--- src/rtl/vector_wb_pkg.sv ---
`default_nettype none
// --------------------------------------------------------------------
// vector_wb_pkg: shared types and widths for the vector write-port block
// Rev 1.0
// --------------------------------------------------------------------
package vector_wb_pkg;

  localparam int NUM_ELEMS  = 4;
  localparam int ELEM_W     = 32;
  localparam int VREG_IDX_W = 2;
  localparam int ELEM_IDX_W = $clog2(NUM_ELEMS);
  localparam int ADDR_W     = 32;
  localparam int TO_CNT_W   = 8;

  typedef enum logic [2:0] {
    IDLE  = 3'd0,
    ISSUE = 3'd1,
    WAIT  = 3'd2,
    WRITE = 3'd3,
    DONE  = 3'd4
  } ld_state_t;

endpackage
`default_nettype wire

--- src/rtl/vector_wb_controller_if.sv ---
`default_nettype none
// --------------------------------------------------------------------
// vector_wb_controller_if: ALU, loader, memory and bank-side signals
// Rev 1.0
// --------------------------------------------------------------------
interface vector_wb_controller_if;
  import vector_wb_pkg::*;

  logic                  alu_valid;
  logic [VREG_IDX_W-1:0] alu_vd;
  logic [ELEM_W-1:0]     alu_w1;
  logic [ELEM_W-1:0]     alu_w2;
  logic [ELEM_W-1:0]     alu_w3;
  logic [ELEM_W-1:0]     alu_w4;

  logic                  ld_req;
  logic                  ld_ready;
  logic [VREG_IDX_W-1:0] ld_vd;
  logic [ADDR_W-1:0]     ld_base;
  logic                  ld_done;
  logic                  ld_err;

  logic                  mem_rd;
  logic [ADDR_W-1:0]     mem_addr;
  logic                  mem_valid;
  logic [ELEM_W-1:0]     mem_rdata;

  logic                  write_enable;
  logic                  write_imm;
  logic [VREG_IDX_W-1:0] vd;
  logic [ELEM_IDX_W-1:0] vindex;
  logic [ELEM_W-1:0]     imm;
  logic [ELEM_W-1:0]     vw1;
  logic [ELEM_W-1:0]     vw2;
  logic [ELEM_W-1:0]     vw3;
  logic [ELEM_W-1:0]     vw4;

  modport master (
    output alu_valid, alu_vd, alu_w1, alu_w2, alu_w3, alu_w4,
    output ld_req, ld_vd, ld_base, mem_valid, mem_rdata,
    input  ld_ready, ld_done, ld_err, mem_rd, mem_addr,
    input  write_enable, write_imm, vd, vindex, imm, vw1, vw2, vw3, vw4
  );

  modport slave (
    input  alu_valid, alu_vd, alu_w1, alu_w2, alu_w3, alu_w4,
    input  ld_req, ld_vd, ld_base, mem_valid, mem_rdata,
    output ld_ready, ld_done, ld_err, mem_rd, mem_addr,
    output write_enable, write_imm, vd, vindex, imm, vw1, vw2, vw3, vw4
  );

endinterface
`default_nettype wire

--- src/rtl/vector_load_seq.sv ---
`default_nettype none
// --------------------------------------------------------------------
// vector_load_seq: fetches four words and offers them one element at a time
// Rev 1.0
// --------------------------------------------------------------------
module vector_load_seq
  import vector_wb_pkg::*;
#(
  parameter int STRIDE  = 4,
  parameter int TIMEOUT = 255
) (
  input  logic                  clk,
  input  logic                  rst,
  input  logic                  ld_req,
  output logic                  ld_ready,
  input  logic [VREG_IDX_W-1:0] ld_vd,
  input  logic [ADDR_W-1:0]     ld_base,
  output logic                  mem_rd,
  output logic [ADDR_W-1:0]     mem_addr,
  input  logic                  mem_valid,
  input  logic [ELEM_W-1:0]     mem_rdata,
  output logic                  ld_done,
  output logic                  ld_err,
  output logic                  wr_req,
  output logic [VREG_IDX_W-1:0] wr_vd,
  output logic [ELEM_IDX_W-1:0] wr_idx,
  output logic [ELEM_W-1:0]     wr_data,
  input  logic                  wr_grant
);

  localparam logic [TO_CNT_W-1:0]   c_to_last   = TO_CNT_W'(TIMEOUT - 1);
  localparam logic [ELEM_IDX_W-1:0] c_last_elem = ELEM_IDX_W'(NUM_ELEMS - 1);

  ld_state_t             r_state;
  ld_state_t             w_next;
  logic [VREG_IDX_W-1:0] r_vd;
  logic [ADDR_W-1:0]     r_base;
  logic [ELEM_IDX_W-1:0] r_idx;
  logic [TO_CNT_W-1:0]   r_cnt;
  logic                  r_pending;
  logic [ELEM_W-1:0]     r_data;
  logic [ADDR_W-1:0]     w_addr;
  logic                  w_timeout;

  // Plain modulo-2^32 add: a base near the top of memory wraps to 0.
  assign w_addr    = r_base + ADDR_W'(STRIDE) * ADDR_W'(r_idx);
  assign w_timeout = (r_cnt == c_to_last);

  always_ff @(posedge clk) begin
    if (rst) r_state <= IDLE;
    else     r_state <= w_next;
  end

  always_comb begin
    w_next = r_state;
    case (r_state)
      IDLE:    if (ld_req) w_next = ISSUE;
      ISSUE:   w_next = WAIT;
      WAIT:    if (mem_valid) w_next = WRITE;
               else if (w_timeout) w_next = IDLE;
      WRITE:   if (wr_grant) w_next = (r_idx == c_last_elem) ? DONE : ISSUE;
      DONE:    w_next = IDLE;
      default: w_next = IDLE;
    endcase
  end

  always_comb begin
    ld_ready = 1'b0;
    mem_rd   = 1'b0;
    mem_addr = '0;
    ld_done  = 1'b0;
    ld_err   = 1'b0;
    wr_req   = 1'b0;
    case (r_state)
      IDLE:    ld_ready = 1'b1;
      ISSUE:   begin
        mem_rd   = 1'b1;
        mem_addr = w_addr;
      end
      WAIT:    ld_err = ~mem_valid & w_timeout;
      WRITE:   wr_req = r_pending;
      DONE:    ld_done = 1'b1;
      default: ;
    endcase
  end

  always_ff @(posedge clk) begin
    if (rst) begin
      r_vd      <= '0;
      r_base    <= '0;
      r_idx     <= '0;
      r_cnt     <= '0;
      r_pending <= 1'b0;
      r_data    <= '0;
    end else begin
      case (r_state)
        IDLE: if (ld_req) begin
          r_vd   <= ld_vd;
          r_base <= ld_base;
          r_idx  <= '0;
        end
        ISSUE: r_cnt <= '0;
        WAIT: begin
          if (mem_valid) begin
            r_data    <= mem_rdata;
            r_pending <= 1'b1;
          end else if (w_timeout) begin
            r_pending <= 1'b0;
          end else begin
            r_cnt <= r_cnt + 1'b1;
          end
        end
        WRITE: if (wr_grant) begin
          r_pending <= 1'b0;
          if (r_idx != c_last_elem) r_idx <= r_idx + 1'b1;
        end
        default: ;
      endcase
    end
  end

  assign wr_vd   = r_vd;
  assign wr_idx  = r_idx;
  assign wr_data = r_data;

endmodule
`default_nettype wire

--- src/rtl/vector_wb_controller.sv ---
`default_nettype none
// --------------------------------------------------------------------
// vector_wb_controller: arbitrates ALU and vector-load writes into the bank
// Rev 1.0
// --------------------------------------------------------------------
module vector_wb_controller
  import vector_wb_pkg::*;
#(
  parameter int STRIDE  = 4,
  parameter int TIMEOUT = 255
) (
  input logic                   clk,
  input logic                   rst,
  vector_wb_controller_if.slave bus
);

  logic                  w_wr_req;
  logic [VREG_IDX_W-1:0] w_wr_vd;
  logic [ELEM_IDX_W-1:0] w_wr_idx;
  logic [ELEM_W-1:0]     w_wr_data;
  logic                  w_grant;
  logic                  w_imm_fire;

  logic                  r_write_enable;
  logic                  r_write_imm;
  logic [VREG_IDX_W-1:0] r_vd;
  logic [ELEM_IDX_W-1:0] r_vindex;
  logic [ELEM_W-1:0]     r_imm;
  logic [ELEM_W-1:0]     r_vw1;
  logic [ELEM_W-1:0]     r_vw2;
  logic [ELEM_W-1:0]     r_vw3;
  logic [ELEM_W-1:0]     r_vw4;

  // The ALU cannot be stalled, so the loader only gets the port on idle ALU cycles.
  assign w_grant    = ~bus.alu_valid;
  assign w_imm_fire = w_wr_req & w_grant;

  vector_load_seq #(
    .STRIDE  (STRIDE),
    .TIMEOUT (TIMEOUT)
  ) u_load_seq (
    .clk       (clk),
    .rst       (rst),
    .ld_req    (bus.ld_req),
    .ld_ready  (bus.ld_ready),
    .ld_vd     (bus.ld_vd),
    .ld_base   (bus.ld_base),
    .mem_rd    (bus.mem_rd),
    .mem_addr  (bus.mem_addr),
    .mem_valid (bus.mem_valid),
    .mem_rdata (bus.mem_rdata),
    .ld_done   (bus.ld_done),
    .ld_err    (bus.ld_err),
    .wr_req    (w_wr_req),
    .wr_vd     (w_wr_vd),
    .wr_idx    (w_wr_idx),
    .wr_data   (w_wr_data),
    .wr_grant  (w_grant)
  );

  always_ff @(posedge clk) begin
    if (rst) begin
      r_write_enable <= 1'b0;
      r_write_imm    <= 1'b0;
      r_vd           <= '0;
      r_vindex       <= '0;
      r_imm          <= '0;
      r_vw1          <= '0;
      r_vw2          <= '0;
      r_vw3          <= '0;
      r_vw4          <= '0;
    end else begin
      r_write_enable <= bus.alu_valid;
      r_write_imm    <= w_imm_fire;
      if (bus.alu_valid)  r_vd <= bus.alu_vd;
      else if (w_imm_fire) r_vd <= w_wr_vd;
      else                 r_vd <= '0;
      r_vindex <= w_imm_fire ? w_wr_idx  : '0;
      r_imm    <= w_imm_fire ? w_wr_data : '0;
      r_vw1    <= bus.alu_valid ? bus.alu_w1 : '0;
      r_vw2    <= bus.alu_valid ? bus.alu_w2 : '0;
      r_vw3    <= bus.alu_valid ? bus.alu_w3 : '0;
      r_vw4    <= bus.alu_valid ? bus.alu_w4 : '0;
    end
  end

  assign bus.write_enable = r_write_enable;
  assign bus.write_imm    = r_write_imm;
  assign bus.vd           = r_vd;
  assign bus.vindex       = r_vindex;
  assign bus.imm          = r_imm;
  assign bus.vw1          = r_vw1;
  assign bus.vw2          = r_vw2;
  assign bus.vw3          = r_vw3;
  assign bus.vw4          = r_vw4;

endmodule
`default_nettype wire

--- src/flat_wrapper.sv ---
// flat-port wrapper written by rule: the top's interface ports become plain ports
module vector_wb_controller_flat import vector_wb_pkg::*;
#(
  parameter int STRIDE  = 4,
  parameter int TIMEOUT = 255
)
  (clk, rst, bus_alu_valid, bus_alu_vd, bus_alu_w1, bus_alu_w2, bus_alu_w3, bus_alu_w4, bus_ld_req, bus_ld_vd, bus_ld_base, bus_mem_valid, bus_mem_rdata, bus_ld_ready, bus_ld_done, bus_ld_err, bus_mem_rd, bus_mem_addr, bus_write_enable, bus_write_imm, bus_vd, bus_vindex, bus_imm, bus_vw1, bus_vw2, bus_vw3, bus_vw4);
  vector_wb_controller_if bus_i ();
  input logic clk;
  input logic rst;
  input wire logic [$bits(bus_i.alu_valid)-1:0] bus_alu_valid;
  input wire logic [$bits(bus_i.alu_vd)-1:0] bus_alu_vd;
  input wire logic [$bits(bus_i.alu_w1)-1:0] bus_alu_w1;
  input wire logic [$bits(bus_i.alu_w2)-1:0] bus_alu_w2;
  input wire logic [$bits(bus_i.alu_w3)-1:0] bus_alu_w3;
  input wire logic [$bits(bus_i.alu_w4)-1:0] bus_alu_w4;
  input wire logic [$bits(bus_i.ld_req)-1:0] bus_ld_req;
  input wire logic [$bits(bus_i.ld_vd)-1:0] bus_ld_vd;
  input wire logic [$bits(bus_i.ld_base)-1:0] bus_ld_base;
  input wire logic [$bits(bus_i.mem_valid)-1:0] bus_mem_valid;
  input wire logic [$bits(bus_i.mem_rdata)-1:0] bus_mem_rdata;
  output wire logic [$bits(bus_i.ld_ready)-1:0] bus_ld_ready;
  output wire logic [$bits(bus_i.ld_done)-1:0] bus_ld_done;
  output wire logic [$bits(bus_i.ld_err)-1:0] bus_ld_err;
  output wire logic [$bits(bus_i.mem_rd)-1:0] bus_mem_rd;
  output wire logic [$bits(bus_i.mem_addr)-1:0] bus_mem_addr;
  output wire logic [$bits(bus_i.write_enable)-1:0] bus_write_enable;
  output wire logic [$bits(bus_i.write_imm)-1:0] bus_write_imm;
  output wire logic [$bits(bus_i.vd)-1:0] bus_vd;
  output wire logic [$bits(bus_i.vindex)-1:0] bus_vindex;
  output wire logic [$bits(bus_i.imm)-1:0] bus_imm;
  output wire logic [$bits(bus_i.vw1)-1:0] bus_vw1;
  output wire logic [$bits(bus_i.vw2)-1:0] bus_vw2;
  output wire logic [$bits(bus_i.vw3)-1:0] bus_vw3;
  output wire logic [$bits(bus_i.vw4)-1:0] bus_vw4;
  assign bus_i.alu_valid = bus_alu_valid;
  assign bus_i.alu_vd = bus_alu_vd;
  assign bus_i.alu_w1 = bus_alu_w1;
  assign bus_i.alu_w2 = bus_alu_w2;
  assign bus_i.alu_w3 = bus_alu_w3;
  assign bus_i.alu_w4 = bus_alu_w4;
  assign bus_i.ld_req = bus_ld_req;
  assign bus_i.ld_vd = bus_ld_vd;
  assign bus_i.ld_base = bus_ld_base;
  assign bus_i.mem_valid = bus_mem_valid;
  assign bus_i.mem_rdata = bus_mem_rdata;
  assign bus_ld_ready = bus_i.ld_ready;
  assign bus_ld_done = bus_i.ld_done;
  assign bus_ld_err = bus_i.ld_err;
  assign bus_mem_rd = bus_i.mem_rd;
  assign bus_mem_addr = bus_i.mem_addr;
  assign bus_write_enable = bus_i.write_enable;
  assign bus_write_imm = bus_i.write_imm;
  assign bus_vd = bus_i.vd;
  assign bus_vindex = bus_i.vindex;
  assign bus_imm = bus_i.imm;
  assign bus_vw1 = bus_i.vw1;
  assign bus_vw2 = bus_i.vw2;
  assign bus_vw3 = bus_i.vw3;
  assign bus_vw4 = bus_i.vw4;
  vector_wb_controller #(.STRIDE(STRIDE), .TIMEOUT(TIMEOUT)) u_core (.clk(clk), .rst(rst), .bus(bus_i));
endmodule
--- config.mk ---
export PLATFORM = sky130hd
export DESIGN_NAME = vector_wb_controller_flat
export DESIGN_NICKNAME = d
export VERILOG_FILES = /design/src/rtl/vector_wb_pkg.sv /design/src/rtl/vector_wb_controller_if.sv /design/src/rtl/vector_load_seq.sv /design/src/rtl/vector_wb_controller.sv /design/src/flat_wrapper.sv
export SDC_FILE = /design/constraint.sdc
export NUM_CORES = 1
export LEC_CHECK = 0
export ABC_CLOCK_PERIOD_IN_PS = 2850
export CELL_PAD_IN_SITES_DETAIL_PLACEMENT = 1
export CELL_PAD_IN_SITES_GLOBAL_PLACEMENT = 1
export CORE_AREA = 2 2 174 176
export DETAILED_ROUTE_END_ITERATION = 6
export DIE_AREA = 0 0 176 178
export PLACE_DENSITY = 0.85
export SYNTH_ARGS = -nofsm -noshare
export SYNTH_HDL_FRONTEND = slang
export SYNTH_SLANG_ARGS = --single-unit
--- constraint.sdc ---
create_clock -name clk -period 2.85 [get_ports clk]
set_input_delay 0.57 -clock clk [delete_from_list [all_inputs] [get_ports clk]]
set_output_delay 0.57 -clock clk [all_outputs]
set_load 0.01 [all_outputs]
# Word-level counts from Yosys, hierarchy flattened
# Cells that the tools add are included.
[word_totals] elab_cells=74 out_inout_bits=202 in_bits=201 reg_bits=246
[op_classes] reduce_logical=12 eq_ne=13 addsub=3 n_bitwise=5 muxes=25
[op_table] operator="$add A32 B4 Y32" count=1
[op_table] operator="$mux W32" count=1
[op_table] operator="$mux W8" count=2
[op_table] operator="$pmux W8 S2" count=1
[op_table] operator="$mux W3" count=5
[op_table] operator="$ne A2 B2 Y1 const B" count=6
[op_table] operator="$pmux W3 S4" count=1
[op_table] operator="$mux W2" count=5
[op_table] operator="$reduce_and A3 Y1" count=3
[op_table] operator="$add A8 B1 Y8 const B" count=1
[op_table] operator="$eq A8 B8 Y1 const B" count=1
[op_table] operator="$mux W1" count=8
[op_table] operator="$eq A3 B2 Y1 const B" count=2
[op_table] operator="$reduce_bool A2 Y1" count=3
[op_table] operator="$pmux W2 S2" count=1
[op_table] operator="$reduce_and A2 Y1" count=2
[op_table] operator="$reduce_and A4 Y1" count=1
[op_table] operator="$reduce_or A2 Y1" count=2
[op_table] operator="$eq A3 B1 Y1 const B" count=1
[op_table] operator="$eq A3 B3 Y1 const B" count=1
[op_table] operator="$logic_not A3 Y1" count=1
[op_table] operator="$ne A3 B3 Y1 const B" count=1
[op_table] operator="$not A1 Y1" count=3
[op_table] operator="$add A2 B1 Y2 const B" count=1
[op_table] operator="other kinds (3)" count=4

# Longest topological paths before layout
# Gate-level depths: netlist (run 1).
[depth] ltp_word=5 depth_mapped=7 depth_no_buf=6

# By module
# Synthesis (run 1) repeated with hierarchy kept, for this count alone.
[hier_totals] hier_cells=873 area_unflattened_um2=8325.5
[modules_own_cells] mod="vector_wb_controller" cells_each=354 seq_area_each_um2=3323.2 area_each_um2=4474.3 n_inst=1
[modules_own_cells] mod="vector_load_seq" cells_each=519 seq_area_each_um2=1601.5 area_each_um2=3851.2 n_inst=1

# Least setup slack after synthesis (run 1)
# Ideal clock, no wire load.
[synth_path] path_kind="register to output" start="reg u_core.u_load_seq.r_idx[0] (netlist: u_core.u_load_seq.wr_idx[0])" end="out bus_mem_addr[18]" arrival_ps=2096 t_required_ps=2280 path_stages_with_launch=7 path_buffers=0 slack_ps=184 cell_sequence="dfxtp_1 -> ha_1 -> fa_1 -> nand4_4 -> or3_4 -> or4_1 -> a21oi_1"
[synth_between] elab_chain_len=2
[synth_rtl] item="start: declaration" line="vector_load_seq.sv:38" rtl="logic [ELEM_IDX_W-1:0] r_idx;"
[synth_rtl] item="start signal: assignment" line="vector_load_seq.sv:115" rtl="if (r_idx != c_last_elem) r_idx <= r_idx + 1'b1;"
[synth_rtl] item="$add A32 B4 Y32" line="vector_load_seq.sv:46" rtl="assign w_addr = r_base + ADDR_W'(STRIDE) * ADDR_W'(r_idx);"
[synth_rtl] item="$mux W32" line="vector_load_seq.sv:74" rtl="case (r_state)"
[synth_rtl] item="end: declaration" line="flat_wrapper.sv:26" rtl="output wire logic [$bits(bus_i.mem_addr)-1:0] bus_mem_addr;"
# Every way passes these cells.

# Worst setup path after layout (run 1)
[layout_path] start="reg u_core.u_load_seq.r_base[2]" end="out bus_mem_addr[28]"
[layout_between] elab_chain_len=2
[layout_rtl] item="start: declaration" line="vector_load_seq.sv:37" rtl="logic [ADDR_W-1:0] r_base;"
[layout_rtl] item="start signal: assignment" line="vector_load_seq.sv:99" rtl="r_base <= ld_base;"
[layout_rtl] item="$add A32 B4 Y32" line="vector_load_seq.sv:46"
[layout_rtl] item="$mux W32" line="vector_load_seq.sv:74"
# Every way passes these cells.

==> results of run 1 <==
-- power breakdown --
part	internal [mW]	total [mW]	leakage, nW	switching [mW]
registers	3.61	3.70	2.01	0.0898
clock network	2.15	3.59	0.431	1.44
logic	0.653	1.27	2.96	0.617
total	6.41	8.56	5.40	2.15
-- synth_stat cells, drive strengths merged (2+ instances only) --
cell | number | area [um2]
dfxtp | 246 | 4920
and2 | 170 | 1060
nand2 | 160 | 601
a21oi | 93 | 465
clkbuf | 40 | 160
nand3 | 19 | 100
nor2 | 14 | 52.6
or3 | 14 | 98.9
buf | 13 | 88.8
or4 | 13 | 97.6
o21ai | 10 | 50.1
xnor2 | 10 | 87.6
o31ai | 9 | 67.6
nand4 | 8 | 65.1
nor4 | 7 | 43.8
ha | 5 | 62.6
inv | 5 | 18.8
a31oi | 4 | 25.0
nor2b | 4 | 25.0
nor3 | 4 | 20.0
or2 | 4 | 25.0
a311oi | 3 | 26.3
nand2b | 3 | 18.8
a22o | 2 | 17.5
and3 | 2 | 12.5
mux2i | 2 | 20.0
nor3b | 2 | 20.0
nor4b | 2 | 23.8
-- state kept, by name, summed over array words and instances, names as in the netlist, 3 cells and up --
register                   cells
u_core.bus.vw1                32
u_core.u_load_seq.wr_data     32
u_core.bus.vw4                32
u_core.bus.imm                32
u_core.bus.vw2                32
u_core.u_load_seq.r_cnt        8
u_core.u_load_seq.r_base      32
u_core.u_load_seq.r_state      3
u_core.bus.vw3                32
-- area by class of cell --
type	count	area share, %
diodes	3	0.0529
clock buffers	35	5.12
clock inverters	11	1.16
inverters	5	0.150
multi-input cells	577	24.3
flip-flops and latches	246	34.8
well taps	390	3.44
repair buffers	462	31.0
-- through the flow --
step / instances / worst slack (ps) / utilization (%) / hold slack [ps] / area, um2
finish: 1729 / -330 / 48.2 / 398 / 14200
global route: 1727 / -432 / 48.2 / 403 / 14200
CTS: 1723 / -332 / 47.9 / 375 / 14100
detailed placement: 1674 / -324 / 44.6 / 440 / 13100
global placement: 1674 / -269 / 44.6 / 434 / 13100
floorplan: 881 / 184 / - / 430 / 8420
-- worst register-to-register path: stages, from the launching register on --
cell,delay [ps]
sky130_fd_sc_hd__dfxtp_1,310
sky130_fd_sc_hd__buf_4,160
sky130_fd_sc_hd__or4b_4,540
sky130_fd_sc_hd__buf_4,170
sky130_fd_sc_hd__a41o_1,300
sky130_fd_sc_hd__or3_1,380
sky130_fd_sc_hd__a31oi_1,170
-- cell families (layout without fill, tap and decap cells) --
group	Yosys count	count (layout)	share of synthesized area, %
AND/OR/NAND/NOR	431	431	27.5
flip-flops	246	246	58.5
AO/OA/AOI/OAI	127	127	8.44
buffers and inverters	58	513	3.18
XOR/XNOR	11	11	1.14
adder cells (fa/ha/maj)	6	6	0.981
multiplexers	2	2	0.238
other	0	3	0
-- layout by cell type (no fill, tap or decap), types with 4 or more instances in the layout --
master,count
sky130_fd_sc_hd__and2_1,170
sky130_fd_sc_hd__nand3_1,17
sky130_fd_sc_hd__dfxtp_1,240
sky130_fd_sc_hd__clkinv_2,4
sky130_fd_sc_hd__xnor2_1,10
sky130_fd_sc_hd__bufinv_16,4
sky130_fd_sc_hd__o21ai_0,10
sky130_fd_sc_hd__dlygate4sd2_1,11
sky130_fd_sc_hd__or3_4,4
sky130_fd_sc_hd__or4_1,9
sky130_fd_sc_hd__o31ai_1,7
sky130_fd_sc_hd__clkdlybuf4s50_1,370
sky130_fd_sc_hd__or3_1,10
sky130_fd_sc_hd__or4_4,4
sky130_fd_sc_hd__dfxtp_2,5
sky130_fd_sc_hd__a21oi_2,6
sky130_fd_sc_hd__buf_6,5
sky130_fd_sc_hd__buf_4,54
sky130_fd_sc_hd__nand2_1,160
sky130_fd_sc_hd__clkbuf_16,27
sky130_fd_sc_hd__a31oi_1,4
sky130_fd_sc_hd__inv_1,4
sky130_fd_sc_hd__a21oi_1,87
sky130_fd_sc_hd__buf_2,19
sky130_fd_sc_hd__clkbuf_1,6
sky130_fd_sc_hd__nand4_1,7
sky130_fd_sc_hd__nor2_1,14
-- routing by layer --
layer  track usage (%)  wire length, um
met3              6.65             2640
met2              38.2            17600
met1              22.7            12900
met4              8.23             1390
met5                 0               87
-- repair_timing --
action,CTS,global route
setup endpoints to repair,32,20
gates resized for setup,126,12
setup buffers,3,3
pin swaps,29,7
hold buffers,0,0
-- worst max-delay path by stage --
stage                  endpoint  slack, ps  cells past startpoint
2_1_floorplan  bus_mem_addr[18]        180                      6
3_3_place_gp   bus_mem_addr[22]       -270                      7
3_5_place_dp   bus_mem_addr[26]       -320                      7
4_1_cts        bus_mem_addr[22]       -330                      7
5_1_grt        bus_mem_addr[28]       -430                      7
6_report       bus_mem_addr[28]       -330                      7
==> results summary, run 1 <==
Setup repair after global routing could not meet its margin everywhere. The total half-perimeter wirelength after legalization and detailed placement is 25200 um. After clock tree synthesis, the clock-pin slew on the worst setup and hold paths is 60 ps.

The final wirelength came out at 34600 um. In the final layout, the share of cells above drive strength 1 is 12.5%. For this design, the slowest cell found on the critical path is sky130_fd_sc_hd__or4_1. The synthesized design contains 246 register bits. The combined buffer and inverter count along the critical path came out at 1. The number of buffers created by CTS came out at 27. By startpoint and endpoint, the worst setup path is classified as reg -> out.

The worst hold path stage count is 2. The largest buffer count on any clock path is 3. The total overflow reported by the global router is 0.

The share of async-settable or async-resettable flops after synthesis is 0%. At the later pin of the worst-skew pair, clock insertion delay measures 540 ps. The via count of the first global-routing pass is 8392. The initial antenna violation count is 8.

The number of nets in the layout came out at 1526. The overall die height is 178 um. The layout has 3294 filler cells.

The sequential cell area fraction in the yosys report is 58.5%. The weighted congestion at the end of routability-driven global placement is 0.834. The number of flops mapped to enable cells by yosys is 0. The largest net degree at the start of global routing came out at 132. The first-pass GRT wire length is 50300 um. The data arrival time of the worst path came out at 2610 ps.

For the worst flop-to-flop path, the logic depth is 6. Synthesis produced 881 cells. The maximum resistive drop on vdd is 0.383 mV. The die outline area is 0.0313 mm2. The leakage component of the power came out at 5.40 nW.

The post-route DRC violation count is 0. The post-layout worst setup margin came out at -330 ps. STA classifies the critical path endpoint as an output port.

For this run, the slowest stage of the critical path takes 560 ps. The path with the worst hold slack has its endpoint at u_core.u_load_seq.wr_data[14]. The number of pins exceeding their max-slew limit in the final report came out at 0.

The netlist area before placement is 0.00842 mm2. Power spread over the standard cell area amounts to 603 mW/mm2. The startpoint of the most critical hold path is rst. The number of sinks handled by clock tree synthesis came out at 246.

For this design the top-level I/O count stands at 403. The area taken by flip-flops and latches is 0.00493 mm2. Once the floorplan was initialized, standard cells occupied 28.6% of the core. The category of the worst setup path launch point is a register.

The required time at the worst-slack endpoint is 2280 ps. The flow ran to the end, but the final reports show violations. The final hold violation count is 0. The area growth from synthesis to layout came out at 68.5%. The routed layout has 7933 vias. The post-detailed-route count of antenna-violating nets is 0. In this run the tightest slew margin relative to its limit is 61.7%. On the final layout, the worst clock skew is 18.2 ps. Synthesis produced a netlist with a net count of 1088.

TritonCTS built the clock tree. The post-route fraction of the period consumed by the critical path came out at 112%. The tree is rooted in a sky130_fd_sc_hd__clkbuf_16. The origin of the worst setup path is u_core.u_load_seq.r_base[2]. The routed wirelength normalized by instance count came out at 20.0 um. The power after layout is 8.56 mW. The total global-route track usage is 21.0%.

The worst register-to-register path begins at u_core.u_load_seq.r_state[2]. The tool flagged a number of max-cap violations equal to 0. The post-route minimum period came out at 3180 ps.

The horizontal die dimension came out at 176 um. During synthesis, Yosys emitted a total of 0 warnings. The cell row count is 63. Traced cell by cell, the critical path runs through ha_4 -> fa_2 -> nand4_4 -> or3_4 -> or4_1 -> a21oi_2 -> buf_2. In this run the standard cell core region covers 0.0294 mm2.

The actual transition at the worst max-transition pin is 575 ps. The total of buffers placed on input and output ports is 402. The count of routing violations after the opening detailed-route iteration is 252. In this run the number of H-tree levels came out at 1. The final reports fail on setup timing. The path type of the worst min-delay path is in -> reg. The via count normalized by instance count came out at 4.59. The number of failing setup endpoints in the final timing report is 14.

The area occupied by multi-input gates is 0.00344 mm2. For this run, the leading register cell type out of synthesis is sky130_fd_sc_hd__dfxtp_1. The count of distinct cell types in the synthesized netlist is 51. The largest delay contributor family on the critical path is simple AND/OR/NAND/NOR gates. The highest clock rate came out at 0.315 GHz.

In this run the mean area of a mapped cell was 9.55 um2. The post-route setup TNS came out at -2750 ps. The largest fanout on the critical path is 8. The number of iterations in the first detailed-routing pass came out at 4. The setup slack on the worst flop-to-flop path came out at 750 ps. In this run the critical register-to-register path is captured at u_core.u_load_seq.r_cnt[4].
Note: power is estimated with default switching activity, not from simulation.
==> run 2, diff against run 1 <==
--- a/config.mk
+++ b/config.mk
@@ -12,6 +12,7 @@
 export DETAILED_ROUTE_END_ITERATION = 6
 export DIE_AREA = 0 0 176 178
 export PLACE_DENSITY = 0.85
+export SLEW_MARGIN = 20
 export SYNTH_ARGS = -nofsm -noshare
 export SYNTH_HDL_FRONTEND = slang
 export SYNTH_SLANG_ARGS = --single-unit
==> results of run 2 <==
Final layout, timing and power as in run 1 (identical DEF).
